`config.mk`:
```
export PLATFORM = sky130hd
export DESIGN_NAME = timer_reload_ctrl
export DESIGN_NICKNAME = d
export VERILOG_FILES = /design/src/rtl/timer_pkg.sv /design/src/rtl/timer_prescaler.sv /design/src/rtl/timer_reload_ctrl.sv
export SDC_FILE = /design/constraint.sdc
export NUM_CORES = 1
export LEC_CHECK = 0
export ABC_AREA = 1
export CAP_MARGIN = 25
export CORE_ASPECT_RATIO = 0.7
export CORE_MARGIN = 4
export CORE_UTILIZATION = 50
export CTS_CLUSTER_DIAMETER = 30
export DETAILED_ROUTE_END_ITERATION = 16
export HOLD_SLACK_MARGIN = 0.08
export MAX_ROUTING_LAYER = met4
export PLACE_DENSITY = 0.9
export SETUP_SLACK_MARGIN = 0.1
export SYNTH_ARGS = -nofsm -noshare
export SYNTH_HDL_FRONTEND = slang
export SYNTH_SLANG_ARGS = --single-unit
```
`constraint.sdc`:
```
create_clock -name clk -period 2 [get_ports clk]
set_clock_uncertainty 0.15 [all_clocks]
set_input_delay 0.4 -clock clk [delete_from_list [all_inputs] [get_ports clk]]
set_output_delay 0.4 -clock clk [all_outputs]
set_load 0.02 [all_outputs]
```
`src/rtl/timer_pkg.sv`:
```
// Shared definitions for the reload timer:
//   - default count and prescaler widths
//   - FSM state type (IDLE / LOAD / RUN)
package timer_pkg;

  localparam int unsigned TIMER_WIDTH   = 32;
  localparam int unsigned TIMER_PRESC_W = 8;

  typedef enum logic [1:0] {
    IDLE = 2'd0,
    LOAD = 2'd1,
    RUN  = 2'd2
  } timer_state_e;

endpackage

```
`src/rtl/timer_prescaler.sv`:
```
// Prescaler for the reload timer: emits one tick every presc+1 enabled clocks.
// Ports:
//   clk    - clock, rising edge
//   rst    - asynchronous active-high reset
//   clear  - synchronous clear of the prescaler count
//   en     - advance the prescaler this cycle
//   presc  - divisor minus one, compared live every cycle
//   tick   - combinational tick, high when enabled and count equals presc
module timer_prescaler
  import timer_pkg::*;
#(
  parameter int PRESC_W = TIMER_PRESC_W
) (
  input  logic               clk,
  input  logic               rst,
  input  logic               clear,
  input  logic               en,
  input  logic [PRESC_W-1:0] presc,
  output logic               tick
);

  logic [PRESC_W-1:0] r_cnt;

  assign tick = en && (r_cnt == presc);

  always_ff @(posedge clk or posedge rst) begin
    if (rst) begin
      r_cnt <= '0;
    end else if (clear) begin
      r_cnt <= '0;
    end else if (en) begin
      if (tick) r_cnt <= '0;
      else      r_cnt <= r_cnt + PRESC_W'(1);
    end
  end

endmodule

```
`src/rtl/timer_reload_ctrl.sv`:
```
// Down-counting timer with one-shot / auto-reload modes, prescaler,
// registered terminal-count pulse and sticky interrupt flag.
// Ports:
//   clk      - clock, rising edge
//   rst      - asynchronous active-high reset
//   start    - load reload and begin counting (restarts when already busy)
//   stop     - return to IDLE holding cnt; beats start and terminal count
//   periodic - 1: auto-reload at terminal count, 0: one-shot
//   reload   - start value of the down-count
//   presc    - one count tick every presc+1 clocks
//   irq_ack  - clears irq
//   cnt      - current count value
//   busy     - high in LOAD and RUN
//   tc       - one-cycle terminal-count pulse
//   irq      - sticky interrupt flag
//
// state | meaning
// IDLE  | not counting, cnt holds its last value
// LOAD  | one cycle: cnt <= reload, prescaler cleared
// RUN   | counting down on prescaler ticks
module timer_reload_ctrl
  import timer_pkg::*;
#(
  parameter int WIDTH   = TIMER_WIDTH,
  parameter int PRESC_W = TIMER_PRESC_W
) (
  input  logic               clk,
  input  logic               rst,
  input  logic               start,
  input  logic               stop,
  input  logic               periodic,
  input  logic [WIDTH-1:0]   reload,
  input  logic [PRESC_W-1:0] presc,
  input  logic               irq_ack,
  output logic [WIDTH-1:0]   cnt,
  output logic               busy,
  output logic               tc,
  output logic               irq
);

  timer_state_e     r_state;
  timer_state_e     w_next_state;
  logic [WIDTH-1:0] r_cnt;
  logic [WIDTH-1:0] w_cnt_next;
  logic             r_tc;
  logic             r_irq;
  logic             w_tick;
  logic             w_tc_event;
  logic             w_presc_clear;
  logic             w_presc_en;

  // Prescaler is frozen while stop is asserted so a stopped cycle never
  // consumes a tick.
  assign w_presc_clear = (r_state == LOAD);
  assign w_presc_en    = (r_state == RUN) && !stop;

  timer_prescaler #(
    .PRESC_W (PRESC_W)
  ) u_presc (
    .clk   (clk),
    .rst   (rst),
    .clear (w_presc_clear),
    .en    (w_presc_en),
    .presc (presc),
    .tick  (w_tick)
  );

  always_ff @(posedge clk or posedge rst) begin
    if (rst) begin
      r_state <= IDLE;
      r_cnt   <= '0;
      r_tc    <= 1'b0;
      r_irq   <= 1'b0;
    end else begin
      r_state <= w_next_state;
      r_cnt   <= w_cnt_next;
      r_tc    <= w_tc_event;
      if (w_tc_event)   r_irq <= 1'b1;
      else if (irq_ack) r_irq <= 1'b0;
    end
  end

  always_comb begin
    w_next_state = r_state;
    w_cnt_next   = r_cnt;
    w_tc_event   = 1'b0;
    case (r_state)
      IDLE: begin
        if (!stop && start) w_next_state = LOAD;
      end
      LOAD: begin
        if (stop) begin
          w_next_state = IDLE;
        end else begin
          w_cnt_next   = reload;
          w_next_state = start ? LOAD : RUN;
        end
      end
      RUN: begin
        if (stop) begin
          w_next_state = IDLE;
        end else begin
          if (w_tick) begin
            if (r_cnt != '0) begin
              w_cnt_next = r_cnt - WIDTH'(1);
            end else begin
              w_tc_event = 1'b1;
              if (periodic) w_cnt_next   = reload;
              else          w_next_state = IDLE;
            end
          end
          // A restart still lets a coincident terminal count report first.
          if (start) w_next_state = LOAD;
        end
      end
      default: begin
        w_next_state = IDLE;
      end
    endcase
  end

  assign cnt  = r_cnt;
  assign busy = (r_state != IDLE);
  assign tc   = r_tc;
  assign irq  = r_irq;

endmodule
```
Word-level counts from Yosys, hierarchy flattened
Cells that the tools add are included.
{ "classes": {"addsub": 2, "muxes": 24, "reduce_logical": 12, "eq_ne": 11} }
{ "ops": {"columns": ["cell", "count"], "rows": [
  ["$mux W32", 5],
  ["$pmux W32 S2", 1],
  ["$reduce_bool A32 Y1", 1],
  ["$sub A32 B1 Y32 const B", 1],
  ["$mux W8", 3],
  ["$mux W2", 8],
  ["$add A8 B1 Y8 const B", 1],
  ["$eq A8 B8 Y1", 1],
  ["$ne A4 B4 Y1 const B", 2],
  ["$reduce_bool A2 Y1", 4],
  ["$mux W1", 6],
  ["$ne A2 B2 Y1 const B", 3],
  ["$pmux W2 S3", 1],
  ["$reduce_and A5 Y1", 1],
  ["$ne A4 B3 Y1 const B", 1],
  ["$reduce_and A4 Y1", 1],
  ["$logic_and A1 B1 Y1", 3],
  ["$ne A3 B2 Y1 const B", 1],
  ["$eq A2 B1 Y1 const B", 1],
  ["$eq A2 B2 Y1 const B", 1],
  ["$logic_not A2 Y1", 1],
  ["$ne A2 B1 Y1 const B", 1],
  ["$logic_not A1 Y1", 1]
]} }
{ "totals": {"output_inout_bits": 35, "register_bits": 44, "inputBits": 46, "elab_cells": 54} }

Logic depth before layout (Yosys ltp)
{ "logic_depth": {"depth_word": 7, "mapped_depth": 12, "depth_no_buf": 12} }

Modules after synthesis
A second synthesis with hierarchy kept.
{ "hier_totals": {"cells_unflattened": 583, "area_unflattened_um2": 3653.5} }
{ "by_module_without_submodules": {"columns": ["module", "n_inst", "seq_area_each_um2", "area_per_inst_um2", "cells_each"], "rows": [
  ["timer_reload_ctrl", 1, 900.9, 2930.3, 469],
  ["timer_prescaler", 1, 200.2, 723.2, 114]
]} }

Worst setup path after synthesis
Ideal clock, no wire load.
{ "synth_timing": {"kind": "flip-flop to flip-flop", "start": "register r_cnt[0] (netlist: cnt[0])", "end": "register r_cnt[18] (netlist: cnt[18])", "t_arrival_ps": 1603, "setup_time_ps": 117, "t_required_ps": 1733, "stages_incl_launch_ff": 12, "slack_ps": 130, "path_buffers": 0, "synth_period_minus_slack_ps": 1870, "cell_sequence": "dfrtp_1 -> inv_1 -> ha_1 -> nand2_1 -> nor2_1 -> nand2_1 -> nor2_1 -> nand2_1 -> nand3_1 -> nand2_1 -> nand2_1 -> nand2_1"} }
{ "synth_between": {"elab_chain_len": 5, "elab_cells_between_ends": 8, "cone_classes": "add/sub (1); eq/ne (1); mux (4); reduce/logical (2)"} }
{ "synth_rtl": {"columns": ["element", "line", "text"], "rows": [
  ["start: declaration", "timer_reload_ctrl.sv:43", "logic [WIDTH-1:0] r_cnt;"],
  ["start signal: assignment", "timer_reload_ctrl.sv:76", "r_cnt <= w_cnt_next;"],
  ["$sub A32 B1 Y32 or $reduce_bool A32 Y1 (tied branches)", "timer_reload_ctrl.sv:105, timer_reload_ctrl.sv:104", null],
  ["$mux W32", "timer_reload_ctrl.sv:104", "if (r_cnt != '0) begin"],
  ["$mux W32", "timer_reload_ctrl.sv:103", "if (w_tick) begin"],
  ["$mux W32", "timer_reload_ctrl.sv:100", "if (stop) begin"],
  ["$pmux W32 S2", "timer_reload_ctrl.sv:87", "case (r_state)"]
]} }
Several ways; a longest one is shown, not always the timed one. The select of a mux whose other input is x is not followed.
A chain may end at the register's enable or synchronous reset.

Worst setup path after layout
{ "layout_timing": {"start": "register r_cnt[1] (netlist: cnt[1])", "end": "register r_cnt[31] (netlist: cnt[31])"} }
Same word-level chain as after synthesis.

==> results_dict.tcl <==
set metrics [dict create \
    status "finished clean" \
    fmax_mhz 504 \
    setup_ws_ns 0.0169 \
    synth_area_leaders "dfrtp_1 (32%), nand2_1 (28%), nor2_1 (8.1%)" \
    yosysMostFrequentCell "nand2_1" \
    clkTransAtPathRegs_ns 0.09 \
    holdPathStages 4 \
    grt_pass1_wl_mm 17.6 \
    h-tree-depth 2 \
    synth_area_mm2 0.00342 \
    rows 24 \
    start_util_pct 53.3 \
    reg2reg_depth 11 \
    setup_viol 0 \
    dr.pass1.iters 6 \
    synthesis.nets 597 \
    synth_edf_count 0 \
    cp.arrival_ns 2.10 \
    synth_top_area_cell "dfrtp_1" \
    synth_top_family_by_area "simple AND/OR/NAND/NOR gates" \
    ys_types 25 \
    die_area_mm2 0.00826 \
    io_pins 81 \
    placed_cells 756 \
    period_needed_ns 1.98 \
    synthMuxAreaShare_pct 0 \
    grt_max_degree 45 \
    grt.total_usage_pct 27.1 \
    cp_top_family "simple AND/OR/NAND/NOR gates" \
    synth_top_area_share_pct 32.2 \
    leakagePower_nw 2.70 \
    synthXorXnorAreaFrac_pct 5.88 \
    slowest_delay_ns 0.41 \
    dp_hpwl_mm 8.08 \
    core_mm2 0.00643 \
    finalNonFillerCells 784 \
    numCtsBuffers 5 \
    stdcell_area_mm2 0.00517 \
    path_max_fanout 6 \
    routabilityCongestion 0.940 \
    worstPathRequired_ns 2.12 \
    port_buffers 80 \
    vias 4365 \
    finalHoldViolCount 0 \
    finalCritPeriodShare_pct 99.2 \
    viasPerCell 5.57 \
    clock_sinks 44 \
    drive_gt1_share_pct 23.7 \
    slew_headroom_pct 79.6 \
    antenna_found_initial 0 \
    area_delta_synth_final_pct 50.9 \
    synthArstFlopShare_pct 100 \
    worstSetupEndpointType "flip-flop" \
    utilization_pct 80.4 \
    cp_num_buf_inv 2 \
    use_met2_pct 41.8 \
    diodes 0 \
    worstPathCellList "buf_4, nor2_1, nand2_2, nor2_1, buf_4, nand2_1, o21ai_1, nand3_1, nand2_1, nand2_1, nand2_1" \
    ys_top_cells_by_count "nand2_1 (258), nor2_1 (74), inv_1 (47), dfrtp_1 (44), nand3_1 (20)" \
    cts_tree "yes" \
    slowest_stage "dfrtp_1" \
    ctsHoldBuffers 0 \
    busiest_layer "met2" \
    cp-start-kind "flip-flop" \
    fin_nets 741 \
    power_density_mw_per_mm2 671 \
    chipHeight_um 77.2 \
    ys_seq_elements 44 \
    syn_inst 548 \
    routedWlPerCell_um 16.0 \
    synthSimpleGateAreaFrac_pct 47.0 \
    ant_nets 0 \
    drv_cap 0 \
    vdd_ir_drop_max_mv 0.406 \
    drtIter0Drc 531 \
    place_ws_ns -0.230 \
    drv_slew 0 \
    synth_adder_area_share_pct 1.10 \
    cp.depth 11 \
    ys_warn_count 0 \
    place_area_mm2 0.00465 \
    path_class "reg -> reg" \
    yosysSeqAreaShare_pct 32.2 \
    clock_path_buffers 2 \
    die_w_um 107 \
    worst_slew_pin_slew_ns 0.305 \
    wl_mm 12.6 \
    rsz0062_at_grt "yes" \
    syn_avg_cell_area_um2 6.25 \
    min_path_type "in -> reg" \
    cp_common_cell "nand2_1" \
    clock_latency_ns 0.32 \
    drt_drc_violations_left 0 \
    cts_root_buffer "clkbuf_8" \
    yosys_most_used_dff "dfrtp_1" \
    grt_pass1_vias 3881 \
    synth_compound_area_share_pct 5.04 \
    grt-ovfl-total 0 \
    grt_use_met3_pct 5.03 \
    met1_usage_pct 36.0 \
]
## final cells by class
cell class	count	area (um^2)
inverter	48	180
fill	420	1260
tap	91	114
sequential	44	1110
clock buffer	8	90.1
multi-input combinational	444	2250
timing repair buffer	149	1430
## through the flow
stage               total power, mW  setup TNS [ns]  hold WS (ns)
finish                         3.47               0         0.244
global route                   3.62          -0.316         0.274
CTS                            3.17               0         0.337
global placement               2.60           -4.39         0.313
floorplan                      1.93               0         0.302
detailed placement             2.65           -7.10         0.330
## where the power goes
part	leakage (nW)	internal [mW]	switching [mW]	total (mW)
logic	2.10	0.723	0.974	1.70
registers	0.557	1.01	0.141	1.15
clock network	0.0455	0.283	0.336	0.618
total	2.70	2.02	1.45	3.47
## path summary, 6_finish.rpt
path	start	to	slack [ns]
max	cnt[1]	cnt[31]	0.02
min	stop	r_state[0]	0.24
max reg2reg	cnt[1]	cnt[31]	0.02
min reg2reg	r_state[1]	r_state[0]	0.34
max in group asynchronous	rst	cnt[30]	1.17
min in group asynchronous	rst	cnt[24]	0.31
## tightest hold or removal path: stages
cell            delay [ns]
dlymetal6s2s_1        0.13
inv_2                 0.06
nand2_1               0.05
a21oi_1               0.04
## state kept, by name, summed over array words and instances, names as in the netlist
register,cells
u_presc.r_cnt,8
tc,1
cnt,32
irq,1
r_state,2
## cells by family after synthesis
kind of cell / after synthesis
AOI/OAI and AO/OA: 28
xor gates and xnor gates: 23
adders and majority gates: 3
buffers and inverters: 60
DFF: 44
and+or+nand+nor: 390
## timing repair
action / in CTS / in global routing
setup buffers: 1 / 15
cloned: 0 / 4
pin swaps: 1 / 39
resized for setup: 38 / 86
endpoints found under the setup margin: 64 / 35
## per-layer routing
layer	vias up	wire length (um)
met5	-	0
met4	0	512
li1	1968	-
met1	1979	4840
met3	74	1580
met2	344	5620
## layout by cell type (no fill, tap or decap), types with 2 or more instances in the layout
master           synthesis  layout
ha_1                     3       2
inv_2                    1       4
clkbuf_8                 0       6
nor2_2                  10      20
dfrtp_2                  0       5
clkbuf_16                0       3
buf_4                    0      58
nand3_1                 20      19
nor3_1                   4       4
buf_6                   10       2
nand2_4                  0       5
nand4_1                 12      12
nand3_2                  1       2
nand2_2                  5      33
o21ai_4                  2       2
clkbuf_1                 0       2
o21bai_1                 4       4
nor2_1                  74      55
buf_12                   0       6
clkdlybuf4s50_1          0      41
xor2_1                  10      10
inv_1                   47      44
xnor2_1                 13      12
o21ai_1                  8      10
nor2_4                   3      12
dlygate4sd2_1            0      31
dfrtp_1                 44      39
nand2_1                258     225
dlymetal6s2s_1           0       7
o21ai_0                 13      10
(Power assumes the default switching activity.)
